File: src/rtl/ota_trim_cal.sv
// SAR offset-trim calibration controller for an array of OTAs.
// Holds per-channel trim codes and supports manual write/readback and abort-restore.
//
// state  | meaning
// IDLE   | waiting for start; manual trim writes accepted
// SETUP  | back up channel code, load midscale, clear channel sat flag
// WAIT   | settle timer counting down to terminal count
// DECIDE | resolve current bit from comparator, arm next lower bit
// NEXT   | flag saturation, advance channel or finish with done
module ota_trim_cal #(
    parameter int NCH    = 4,
    parameter int TRIM_W = 6,
    parameter int SETTLE = 16,
    localparam int CH_W  = (NCH > 1) ? $clog2(NCH) : 1
) (
    input  logic                    clk,
    input  logic                    rst,
    input  logic                    start,
    input  logic                    cal_all,
    input  logic [CH_W-1:0]         cal_ch,
    input  logic                    abort,
    input  logic [NCH-1:0]          cmp_in,
    input  logic                    wr_en,
    input  logic [CH_W-1:0]         wr_ch,
    input  logic [TRIM_W-1:0]       wr_data,
    input  logic [CH_W-1:0]         rd_ch,
    output logic [TRIM_W-1:0]       rd_data,
    output logic [NCH*TRIM_W-1:0]   trim_out,
    output logic                    busy,
    output logic                    done,
    output logic [CH_W-1:0]         active_ch,
    output logic [NCH-1:0]          sat
);
    localparam int BI_W  = $clog2(TRIM_W);
    localparam int CNT_W = $clog2(SETTLE);
    localparam logic [TRIM_W-1:0] MID = {1'b1, {(TRIM_W-1){1'b0}}};

    if (SETTLE < 3) begin : g_settle_chk
        $error("ota_trim_cal: SETTLE must be >= 3");
    end

    typedef enum logic [2:0] {S_IDLE, S_SETUP, S_WAIT, S_DECIDE, S_NEXT} state_t;

    state_t              state, state_nxt;
    logic [TRIM_W-1:0]   trim [NCH];
    logic [TRIM_W-1:0]   backup;
    logic [TRIM_W-1:0]   code_cur;
    logic [TRIM_W-1:0]   code_dec;
    logic [BI_W-1:0]     bit_idx;
    logic [CNT_W-1:0]    cnt;
    logic [NCH-1:0]      cmp_m, cmp_s;
    logic                mode_all;
    logic                start_ok, wr_ok, abort_hit, more_ch, cmp_bit;

    assign start_ok  = start && (cal_all || (32'(cal_ch) < NCH));
    assign wr_ok     = wr_en && (32'(wr_ch) < NCH);
    assign abort_hit = abort && (state != S_IDLE);
    assign more_ch   = mode_all && (32'(active_ch) < NCH - 1);
    assign code_cur  = trim[active_ch];
    assign cmp_bit   = cmp_s[active_ch];
    assign rd_data   = (32'(rd_ch) < NCH) ? trim[rd_ch] : '0;

    for (genvar i = 0; i < NCH; i++) begin : g_out
        assign trim_out[i*TRIM_W +: TRIM_W] = trim[i];
    end

    always_ff @(posedge clk or posedge rst) begin
        if (rst) begin
            cmp_m <= '0;
            cmp_s <= '0;
        end else begin
            cmp_m <= cmp_in;
            cmp_s <= cmp_m;
        end
    end

    always_ff @(posedge clk or posedge rst) begin
        if (rst) state <= S_IDLE;
        else     state <= state_nxt;
    end

    always_comb begin
        state_nxt = state;
        case (state)
            S_IDLE:   if (start_ok) state_nxt = S_SETUP;
            S_SETUP:  state_nxt = S_WAIT;
            S_WAIT:   if (cnt == '0) state_nxt = S_DECIDE;
            S_DECIDE: state_nxt = (bit_idx == '0) ? S_NEXT : S_WAIT;
            S_NEXT:   state_nxt = more_ch ? S_SETUP : S_IDLE;
            default:  state_nxt = S_IDLE;
        endcase
        if (abort_hit) state_nxt = S_IDLE;
    end

    // Comparator high means the code is too large: drop the bit under test.
    always_comb begin
        code_dec = code_cur;
        if (cmp_bit) code_dec[bit_idx] = 1'b0;
        if (bit_idx != '0) code_dec[bit_idx - 1'b1] = 1'b1;
    end

    always_ff @(posedge clk or posedge rst) begin
        if (rst) begin
            for (int i = 0; i < NCH; i++) trim[i] <= MID;
            backup    <= '0;
            bit_idx   <= '0;
            cnt       <= '0;
            mode_all  <= 1'b0;
            active_ch <= '0;
            sat       <= '0;
            busy      <= 1'b0;
            done      <= 1'b0;
        end else begin
            done <= 1'b0;
            if (abort_hit) begin
                busy <= 1'b0;
                // In SETUP the backup still belongs to the previous channel.
                if (state != S_SETUP) trim[active_ch] <= backup;
            end else begin
                case (state)
                    S_IDLE: begin
                        if (wr_ok) trim[wr_ch] <= wr_data;
                        if (start_ok) begin
                            mode_all  <= cal_all;
                            active_ch <= cal_all ? '0 : cal_ch;
                            busy      <= 1'b1;
                        end
                    end
                    S_SETUP: begin
                        backup          <= code_cur;
                        trim[active_ch] <= MID;
                        bit_idx         <= BI_W'(TRIM_W - 1);
                        sat[active_ch]  <= 1'b0;
                        cnt             <= CNT_W'(SETTLE - 1);
                    end
                    S_WAIT: begin
                        if (cnt != '0) cnt <= cnt - 1'b1;
                    end
                    S_DECIDE: begin
                        trim[active_ch] <= code_dec;
                        if (bit_idx != '0) begin
                            bit_idx <= bit_idx - 1'b1;
                            cnt     <= CNT_W'(SETTLE - 1);
                        end
                    end
                    S_NEXT: begin
                        sat[active_ch] <= (code_cur == '0) || (code_cur == '1);
                        if (more_ch) begin
                            active_ch <= active_ch + 1'b1;
                        end else begin
                            busy <= 1'b0;
                            done <= 1'b1;
                        end
                    end
                    default: ;
                endcase
            end
        end
    end
endmodule
File: config.mk
export PLATFORM = sky130hd
export DESIGN_NAME = ota_trim_cal
export DESIGN_NICKNAME = d
export VERILOG_FILES = /design/src/rtl/ota_trim_cal.sv
export SDC_FILE = /design/constraint.sdc
export NUM_CORES = 1
export LEC_CHECK = 0
export ABC_CLOCK_PERIOD_IN_PS = 2000
export CAP_MARGIN = 10
export CORE_ASPECT_RATIO = 1.5
export CORE_MARGIN = 5
export CORE_UTILIZATION = 48
export DETAILED_ROUTE_END_ITERATION = 16
export PLACE_DENSITY = 0.85
export SYNTH_ARGS = -nofsm -noshare
export SYNTH_HDL_FRONTEND = slang
export SYNTH_SLANG_ARGS = --single-unit
File: constraint.sdc
create_clock -name clk -period 2 [get_ports clk]
set_input_delay 0.5 -clock clk [delete_from_list [all_inputs] [get_ports clk]]
set_output_delay 0.5 -clock clk [all_outputs]
set_load 0.02 [all_outputs]
[After elaboration in Yosys (flattened, before gate mapping)]
Index checks and enable logic that the tools add are counted.
Cells by class
  add/sub/neg operators: 3
  $lt $le $gt $ge: 12
  equality and inequality tests: 15
  mux-type cells: 51
  bitwise operators: 12
  reduce and logical (&&, ||, !) cells: 30
Operators with widths (number)
  $bwmux W24: 3
  $mux W24: 3
  $pmux W24 S3: 1
  $mux W6: 8
  $bmux W6 S2: 2
  $demux W6 S2: 2
  $and A20 B20 Y20: 1
  $not A20 Y20: 1
  $mux W3: 5
  $pmux W3 S5: 1
  $ne A3 B3 Y1 const B: 4
  $pmux W4 S3: 1
  $reduce_and A3 Y1: 4
  $reduce_bool A3 Y1: 4
  $mux W1: 11
  $ge A3 B3 Y1 const B: 3
  $not A2 Y3: 3
  $lt A3 B4 Y1 const B: 2
  $mux W4: 2
  $ne A2 B2 Y1 const B: 4
  $pmux W4 S2: 1
  $reduce_and A4 Y1: 2
  $reduce_bool A4 Y1: 2
  $logic_and A1 B1 Y1: 7
  other kinds (35): 46
Storage, ports and cells
  flip-flop bits (word level): 57

[Longest topological paths before layout]
Gate-level depths: netlist (run 1).
  depth in word-level cells: 12
  mapped depth: 8
  depth with buffers taken out: 8

[Least setup slack after synthesis (run 1)]
OpenSTA, ideal clock, no wires.
  path kind: register to register
  from: register active_ch[0]
  to: register trim (netlist bit trim_out[22])
  library setup time: 0.126 ns
  arrival: 1.972 ns
  path slack: -0.098 ns
  stages on the path, launching flop included: 7
  period minus slack after synthesis: 2.098 ns
  path through: dfrtp_1 buf_6 mux4_2 o21a_1 a31oi_2 inv_1 a221o_1
Between the ends
  cells in the longest elaborated chain, start to end: 11
  elaborated cells between the ends (all ways): 22
  classes of those cells: order compare: 2; mux: 14; bitwise: 5; reduce/logical: 1
Ends and longest elaborated chain
  from (decl): line 31  | output logic [CH_W-1:0] active_ch,
  from (signal assigned): line 125  | active_ch <= cal_all ? '0 : cal_ch;
  from (signal assigned): line 149  | active_ch <= active_ch + 1'b1;
  $not A2 Y3 (implied by the code)
  $bmux W6 S2: line 59  | assign code_cur = trim[active_ch];
  $mux W6 (implied by the code) (2 in a row): line 59
  $and A6 B6 Y6 (no source line)
  $mux W6: line 98  | if (cmp_bit) code_dec[bit_idx] = 1'b0;
  $or A6 B6 Y6 (no source line)
  $mux W6: line 99  | if (bit_idx != '0) code_dec[bit_idx - 1'b1] = 1'b1;
  $bwmux W24: line 140  | trim[active_ch] <= code_dec;
  $pmux W24 S3: line 120  | case (state)
  $mux W24 (*): line 115  | if (abort_hit) begin
  to (signal, indexed assignment): line 118  | if (state != S_SETUP) trim[active_ch] <= backup;
  to (signal, indexed assignment): line 122  | if (wr_ok) trim[wr_ch] <= wr_data;
  to (signal, indexed assignment): line 140
  to (decl): line 45  | logic [TRIM_W-1:0] trim [NCH];
Mark *: on every way between the ends. The rest lies on a longest branch, timed or not. The select of a mux whose other input is x is not followed.
A chain may end at the register's enable or synchronous reset.

[Worst setup path in the final report (run 1)]
  from: register active_ch[0]
  to: register trim (netlist bit trim_out[11])
Same word-level chain as after synthesis.

==> results.sh, run 1 <==
export IMPL_finalHoldViolations=0
export IMPL_yosysMostFrequentCell="dfrtp_1"
export IMPL_whs_endpoint="cmp_s[0]"
export IMPL_setup_viol_count_final=3
export IMPL_total_nets_after_synthesis=385
export IMPL_max_vdd_ir_drop_uv=762
export IMPL_timing_critical_path_from_type="flip-flop"
export IMPL_power_density_nw_per_um2=1110
export IMPL_die_area_sq_um=9170
export IMPL_postSynthAreaPerCell_sq_um=9.87
export IMPL_design_core_area_sq_um=7180
export IMPL_core_rowCount=38
export IMPL_max_slew_worst_pin_slew_ns=0.394
export IMPL_synth_seq_cells=57
export IMPL_hold_buf_cts=0
export IMPL_async_reset_ff_frac=1.00
export IMPL_die_h_um=115
export IMPL_post_dp_hpwl_um=9090
export IMPL_finalCriticalPeriod_ns=2.02
export IMPL_worst_r2r_endpoint="trim_out[11]"
export IMPL_wire_length_of_the_first_global_routing_pass_um=19900
export IMPL_tritoncts_num_sinks=57
export IMPL_design_area_sq_um=5370
export IMPL_ant_nets=0
export IMPL_hold_path_startpoint="cmp_m[0]"
export IMPL_max_clock_freq_mhz=495
export IMPL_setup_worst_path_class="flip-flop to flip-flop"
export IMPL_area_growth_syn_to_layout_pct=52.8
export IMPL_maxCapViolations=0
export IMPL_dp_slack_ns=-0.730
export IMPL_residual_drc=0
export IMPL_num_vias=4016
export IMPL_synth_main_ff_cell="dfrtp_1"
export IMPL_placed_instance_area_sq_um=4850
export IMPL_antenna_found_initial=0
export IMPL_result_of_the_run="complete, but fails checks"
export IMPL_clock_skew_ns=0.00964
export IMPL_die_extent_in_x_um=79.9
export IMPL_clkTransAtPathRegs_ns=0.07
export IMPL_floorplan_initialDensity=0.489
export IMPL_top_area_cells_in_the_synthesized_netlist="dfrtp_1 (38%), mux4_2 (7.7%), a32oi_1 (4.5%), nand2_1 (3.7%), o22ai_1 (3.6%)"
export IMPL_hp_class="flip-flop to flip-flop"
export IMPL_fin_ws_ns=-0.0207
export IMPL_drt_pass_1_iters=7
export IMPL_place_port_buffers=59
export IMPL_slew_limit_headroom=0.737
export IMPL_r2r_start="active_ch[0]"
export IMPL_viasPerCell=6.64
export IMPL_floorplan_io_pins=60
export IMPL_antennaDiodeCount=0
export IMPL_finish_utilization=0.748
export IMPL_grt_ovfl_total=0
export IMPL_synth_enable_flop_cells=0
export IMPL_sequential_area_share_after_synthesis=0.407
export IMPL_multi_input_area_sq_um=2160
export IMPL_synth_top_cell_area_share=0.377
export IMPL_place_gp_congestion=0.963
export IMPL_synth_largest_area_cell="dfrtp_1"
export IMPL_route_detailed_wl_per_inst_um=21.9
export IMPL_cts_htree_levels=3
export IMPL_cp_data_arrival_time_ns=2.31
export IMPL_post_synthesis_instance_total=356
export IMPL_r2r_worst_path_depth=7
export IMPL_clock_tree_root_cell="clkbuf_8"
export IMPL_worstPathRequired_ns=2.29
export IMPL_tritoncts="built"
export IMPL_routed_wirelength_um=13200
export IMPL_final_clock_period_utilization_by_the_worst_path=1.01
export IMPL_endpoint_kind="flip-flop"
export IMPL_cts_buffers_inserted=9
export IMPL_area_sequential_sq_um=1440
export IMPL_crit_fanout=6
export IMPL_cts_root_to_sink_buffers=2
export IMPL_drv_slew=0
export IMPL_count_of_nets_after_finishing=529
export IMPL_leakage_nw=2.27
export IMPL_rsz0062_at_grt="yes"
export IMPL_min_delay_path_depth=0
export IMPL_maximum_number_of_pins_on_one_net_before_global_route_repair=27
export IMPL_detailedRoute_firstIterationViolations=575
export IMPL_clock_insertion_delay_worst_skew_ns=0.35
export IMPL_overall_global_routing_usage=0.282
export IMPL_yosys_warnings=0
export IMPL_layout_drive_gt1_share=0.358
export IMPL_fillCellCount=481
export IMPL_synth_top_cells_by_count="dfrtp_1 (53), nand2_1 (35), o22ai_1 (20), a31oi_1 (19)"
export IMPL_failed_checks="setup timing"
export IMPL_syn_area_sq_um=3510
export IMPL_grt_pass1_vias=3963
export IMPL_distinct_cell_type_count_after_synthesis=52
export IMPL_regToRegSetupSlack_ns=-0.02
how the worst max path moves through the flow:
| stage | from | endpoint | slack (ns) | depth (start not counted) |
|---|---|---|---|---|
| floorplan | rst | active_ch[0] | -0.02 | 1 |
| global placement | rd_ch[0] | rd_data[5] | -0.73 | 4 |
| detailed placement | rd_ch[0] | rd_data[5] | -0.73 | 4 |
| CTS | bit_idx[1] | trim_out[22] | -0.008 | 10 |
| global route | bit_idx[1] | trim_out[22] | -0.09 | 10 |
| finish | active_ch[0] | trim_out[11] | -0.02 | 7 |
layout by cell type (no fill, tap or decap), drive strengths merged, types with 13 or more instances in the layout:
| cell | Yosys | final |
|---|---|---|
| a32oi | 18 | 18 |
| clkdlybuf4s50 | 0 | 42 |
| nand3 | 14 | 14 |
| o22ai | 20 | 20 |
| clkbuf | 9 | 15 |
| a21oi | 16 | 16 |
| buf | 10 | 100 |
| inv | 15 | 15 |
| nor2 | 18 | 18 |
| nand2 | 35 | 35 |
| dfrtp | 53 | 53 |
| mux4 | 13 | 13 |
| a31oi | 20 | 20 |
flip-flops by register name, summed over array words and instances (netlist names):
name,count
trim_out,24
backup,6
cmp_m,4
cmp_s,4
cnt,4
sat,4
bit_idx,3
state,3
active_ch,2
busy,1
done,1
mode_all,1
final cells by class:
type	count	area share
clock buffer	15	0.0384
clock inverter	1	0.000932
inverter	15	0.0105
multi-input combinational	265	0.403
sequential	57	0.267
tap	100	0.0233
timing repair buffer	152	0.257
where the power goes:
part           switching, W  total (W)  internal, W
sequential         0.000313    0.00177      0.00146
clock              0.000477    0.00113     0.000652
combinational       0.00156    0.00305      0.00149
timing repair:
item,in CTS,in global routing
endpoints found under the setup margin,34,32
resized for setup,50,46
setup buffers,5,2
pin swaps,2,20
worst max-delay path, stage by stage (launching register included):
cell and delay, ns:
dfrtp_2 0.43, buf_12 0.15, buf_4 0.14, mux2_2 0.27, nand4_1 0.17, a31oi_4 0.15
or4_1 0.52, a21oi_2 0.15
per-layer routing:
metal | global-route usage | wire (um) | up-vias
met1 | 0.329 | 4640 | 1967
met2 | 0.489 | 6870 | 293
met4 | 0.149 | 734 | 0
li1 | - | - | 1679
met3 | 0.0533 | 1000 | 77
met5 | 0 | 0 | -
logic make-up (layout without fill, tap and decap cells):
kind of cell             count (synthesis)  after routing  synth area share
AND/OR/NAND/NOR                        126            126             0.188
adder cells (fa/ha/maj)                  7              7            0.0249
buffers and inverters                   34            183            0.0406
AO/OA/AOI/OAI                          109            109             0.224
flip-flops                              57             57             0.407
XOR/XNOR                                 2              2           0.00499
multiplexers                            21             21             0.110
through the flow:
| step | power, W | hold slack (ns) | setup TNS [ns] | cells |
|---|---|---|---|---|
| after floorplan | 0.00306 | 0.331 | -0.0288 | 356 |
| after global placement | 0.00440 | 0.332 | -9.20 | 582 |
| after detailed placement | 0.00447 | 0.335 | -11.12 | 582 |
| after CTS | 0.00564 | 0.350 | -0.00797 | 603 |
| after global routing | 0.00618 | 0.350 | -0.666 | 605 |
| final | 0.00595 | 0.347 | -0.0424 | 605 |
(Power assumes the default switching activity.)
==> inputs of run 2 (changes only) <==
--- a/config.mk
+++ b/config.mk
@@ -10,6 +10,7 @@
 export CORE_ASPECT_RATIO = 1.5
 export CORE_MARGIN = 5
 export CORE_UTILIZATION = 48
+export CTS_BUF_LIST = sky130_fd_sc_hd__clkbuf_16
 export DETAILED_ROUTE_END_ITERATION = 16
 export PLACE_DENSITY = 0.85
 export SYNTH_ARGS = -nofsm -noshare
==> results.sh, run 2 (synthesized netlist as in run 1, its figures left out) <==
export IMPL_largest_reg_flops=24
export IMPL_finalCriticalPeriod_ns=2.03
export IMPL_place_gp_congestion=0.963
export IMPL_worst_r2r_endpoint="trim_out[21]"
export IMPL_r2r_start="active_ch[0]"
export IMPL_min_delay_path_depth=0
export IMPL_num_vias=4060
export IMPL_hp_class="flip-flop to flip-flop"
export IMPL_critical_path_most_common_cell="buf_12"
export IMPL_timing_critical_path_from_type="flip-flop"
export IMPL_slew_limit_headroom=0.747
export IMPL_fin_ws_ns=-0.0318
export IMPL_floorplan_initialDensity=0.489
export IMPL_post_dp_hpwl_um=9090
export IMPL_max_clock_freq_mhz=492
export IMPL_crit_fanout=6
export IMPL_die_area_sq_um=9170
export IMPL_count_of_nets_after_finishing=529
export IMPL_grt_pass1_vias=4064
export IMPL_floorplan_io_pins=60
export IMPL_clock_tree_root_cell="clkbuf_16"
export IMPL_crit_slowest_cell="mux4_2"
export IMPL_endpoint_kind="flip-flop"
export IMPL_cts_htree_levels=3
export IMPL_wire_length_of_the_first_global_routing_pass_um=20200
export IMPL_worstPathRequired_ns=2.21
export IMPL_die_extent_in_x_um=79.9
export IMPL_final_clock_period_utilization_by_the_worst_path=1.02
export IMPL_clkTransAtPathRegs_ns=0.05
export IMPL_slowest_delay_ns=0.55
export IMPL_total_power_w=0.00625
export IMPL_r2r_worst_path_depth=7
export IMPL_whs_endpoint="cmp_s[2]"
export IMPL_clock_insertion_delay_worst_skew_ns=0.33
export IMPL_path_cells="buf_12 -> buf_12 -> mux4_2 -> buf_6 -> nor2_4 -> o2bb2ai_4 -> a221o_1"
export IMPL_rsz0062_at_grt="yes"
export IMPL_max_slew_worst_pin_slew_ns=0.378
export IMPL_cts_root_to_sink_buffers=2
export IMPL_layout_drive_gt1_share=0.354
export IMPL_hold_path_startpoint="cmp_m[2]"
export IMPL_finalHoldViolations=0
export IMPL_place_port_buffers=59
export IMPL_route_detailed_wl_per_inst_um=22.9
export IMPL_maximum_number_of_pins_on_one_net_before_global_route_repair=27
export IMPL_area_growth_syn_to_layout_pct=55.6
export IMPL_max_vdd_ir_drop_uv=799
export IMPL_post_layout_nonfiller_instances=605
export IMPL_cts_buffers_inserted=9
export IMPL_failed_checks="setup timing"
export IMPL_leakage_nw=2.27
export IMPL_power_density_nw_per_um2=1140
export IMPL_hold_buf_cts=0
export IMPL_tritoncts_num_sinks=57
export IMPL_setup_viol_count_final=4
export IMPL_antennaDiodeCount=0
export IMPL_overall_global_routing_usage=0.288
export IMPL_tritoncts="built"
export IMPL_dp_slack_ns=-0.730
export IMPL_ant_nets=0
export IMPL_layout_common_cells="buf_4 (80), dfrtp_1 (51), clkdlybuf4s50_1 (44), nand2_1 (35), o22ai_1 (19)"
export IMPL_antenna_found_initial=0
export IMPL_routed_wirelength_um=13800
export IMPL_viasPerCell=6.71
export IMPL_core_rowCount=38
export IMPL_finish_utilization=0.761
export IMPL_maxCapViolations=0
export IMPL_drv_slew=0
export IMPL_design_core_area_sq_um=7180
export IMPL_regToRegSetupSlack_ns=-0.03
export IMPL_cp_data_arrival_time_ns=2.25
export IMPL_residual_drc=0
export IMPL_die_h_um=115
export IMPL_setup_worst_path_class="flip-flop to flip-flop"
export IMPL_clock_skew_ns=0.00604
export IMPL_dp_cells=582
export IMPL_grt_ovfl_total=0
export IMPL_result_of_the_run="complete, but fails checks"
export IMPL_drt_pass_1_iters=6
export IMPL_layout_commonest_cell="buf_4"
export IMPL_detailedRoute_firstIterationViolations=626
==> run 2: how the worst max path moves through the flow <==
| stage | from | cells past startpoint | to | slack, ns |
|---|---|---|---|---|
| detailed placement | rd_ch[0] | 4 | rd_data[5] | -0.73 |
| floorplan | rst | 1 | active_ch[0] | -0.02 |
| global placement | rd_ch[0] | 4 | rd_data[5] | -0.73 |
| global route | state[0] | 8 | trim_out[13] | -0.11 |
| CTS | rd_ch[0] | 4 | rd_data[5] | -0.01 |
| finish | active_ch[0] | 7 | trim_out[21] | -0.03 |
==> run 2: routing by layer <==
| layer | share of wire | vias up | global-route usage |
|---|---|---|---|
| li1 | - | 1686 | - |
| met1 | 0.33 | 1944 | 0.321 |
| met2 | 0.52 | 353 | 0.491 |
| met3 | 0.091 | 77 | 0.0690 |
| met4 | 0.054 | 0 | 0.179 |
| met5 | 0 | - | 0 |
==> run 2: cell type report <==
class / count / area (sq um)
Inverter: 15 / 56.3
Sequential cell: 57 / 1430
Clock buffer: 9 / 225
Tap cell: 100 / 125
Clock inverter: 7 / 27.5
Timing Repair Buffer: 152 / 1380
Fill cell: 478 / 1710
Multi-Input combinational cell: 265 / 2220
==> run 2: critical path, delay by kind of cell (launching register included) <==
family	cells	cell delay, ns
multiplexers	1	0.55
AO/OA/AOI/OAI	2	0.43
buffers and inverters	3	0.41
flip-flops	1	0.40
AND/OR/NAND/NOR	1	0.12
==> run 2: stage by stage <==
stage | hold slack (ns) | area [sq um] | TNS (ns)
2_1_floorplan | 0.331 | 3520 | -0.0288
3_3_place_gp | 0.332 | 4850 | -9.20
3_5_place_dp | 0.335 | 4850 | -11.12
4_1_cts | 0.346 | 5210 | -0.0126
5_1_grt | 0.359 | 5470 | -1.31
6_report | 0.349 | 5470 | -0.0592
==> run 2: what timing repair did <==
action	4_1_cts	5_1_grt
endpoints found under the setup margin	33	36
pin swaps	3	25
resized for setup	51	53
setup buffers	5	3
==> run 2: report_power, final <==
part           internal [W]  total, W  switching (W)
clock              0.000807   0.00133       0.000524
sequential          0.00146   0.00178       0.000317
combinational       0.00153   0.00314        0.00161
total               0.00380   0.00625        0.00245
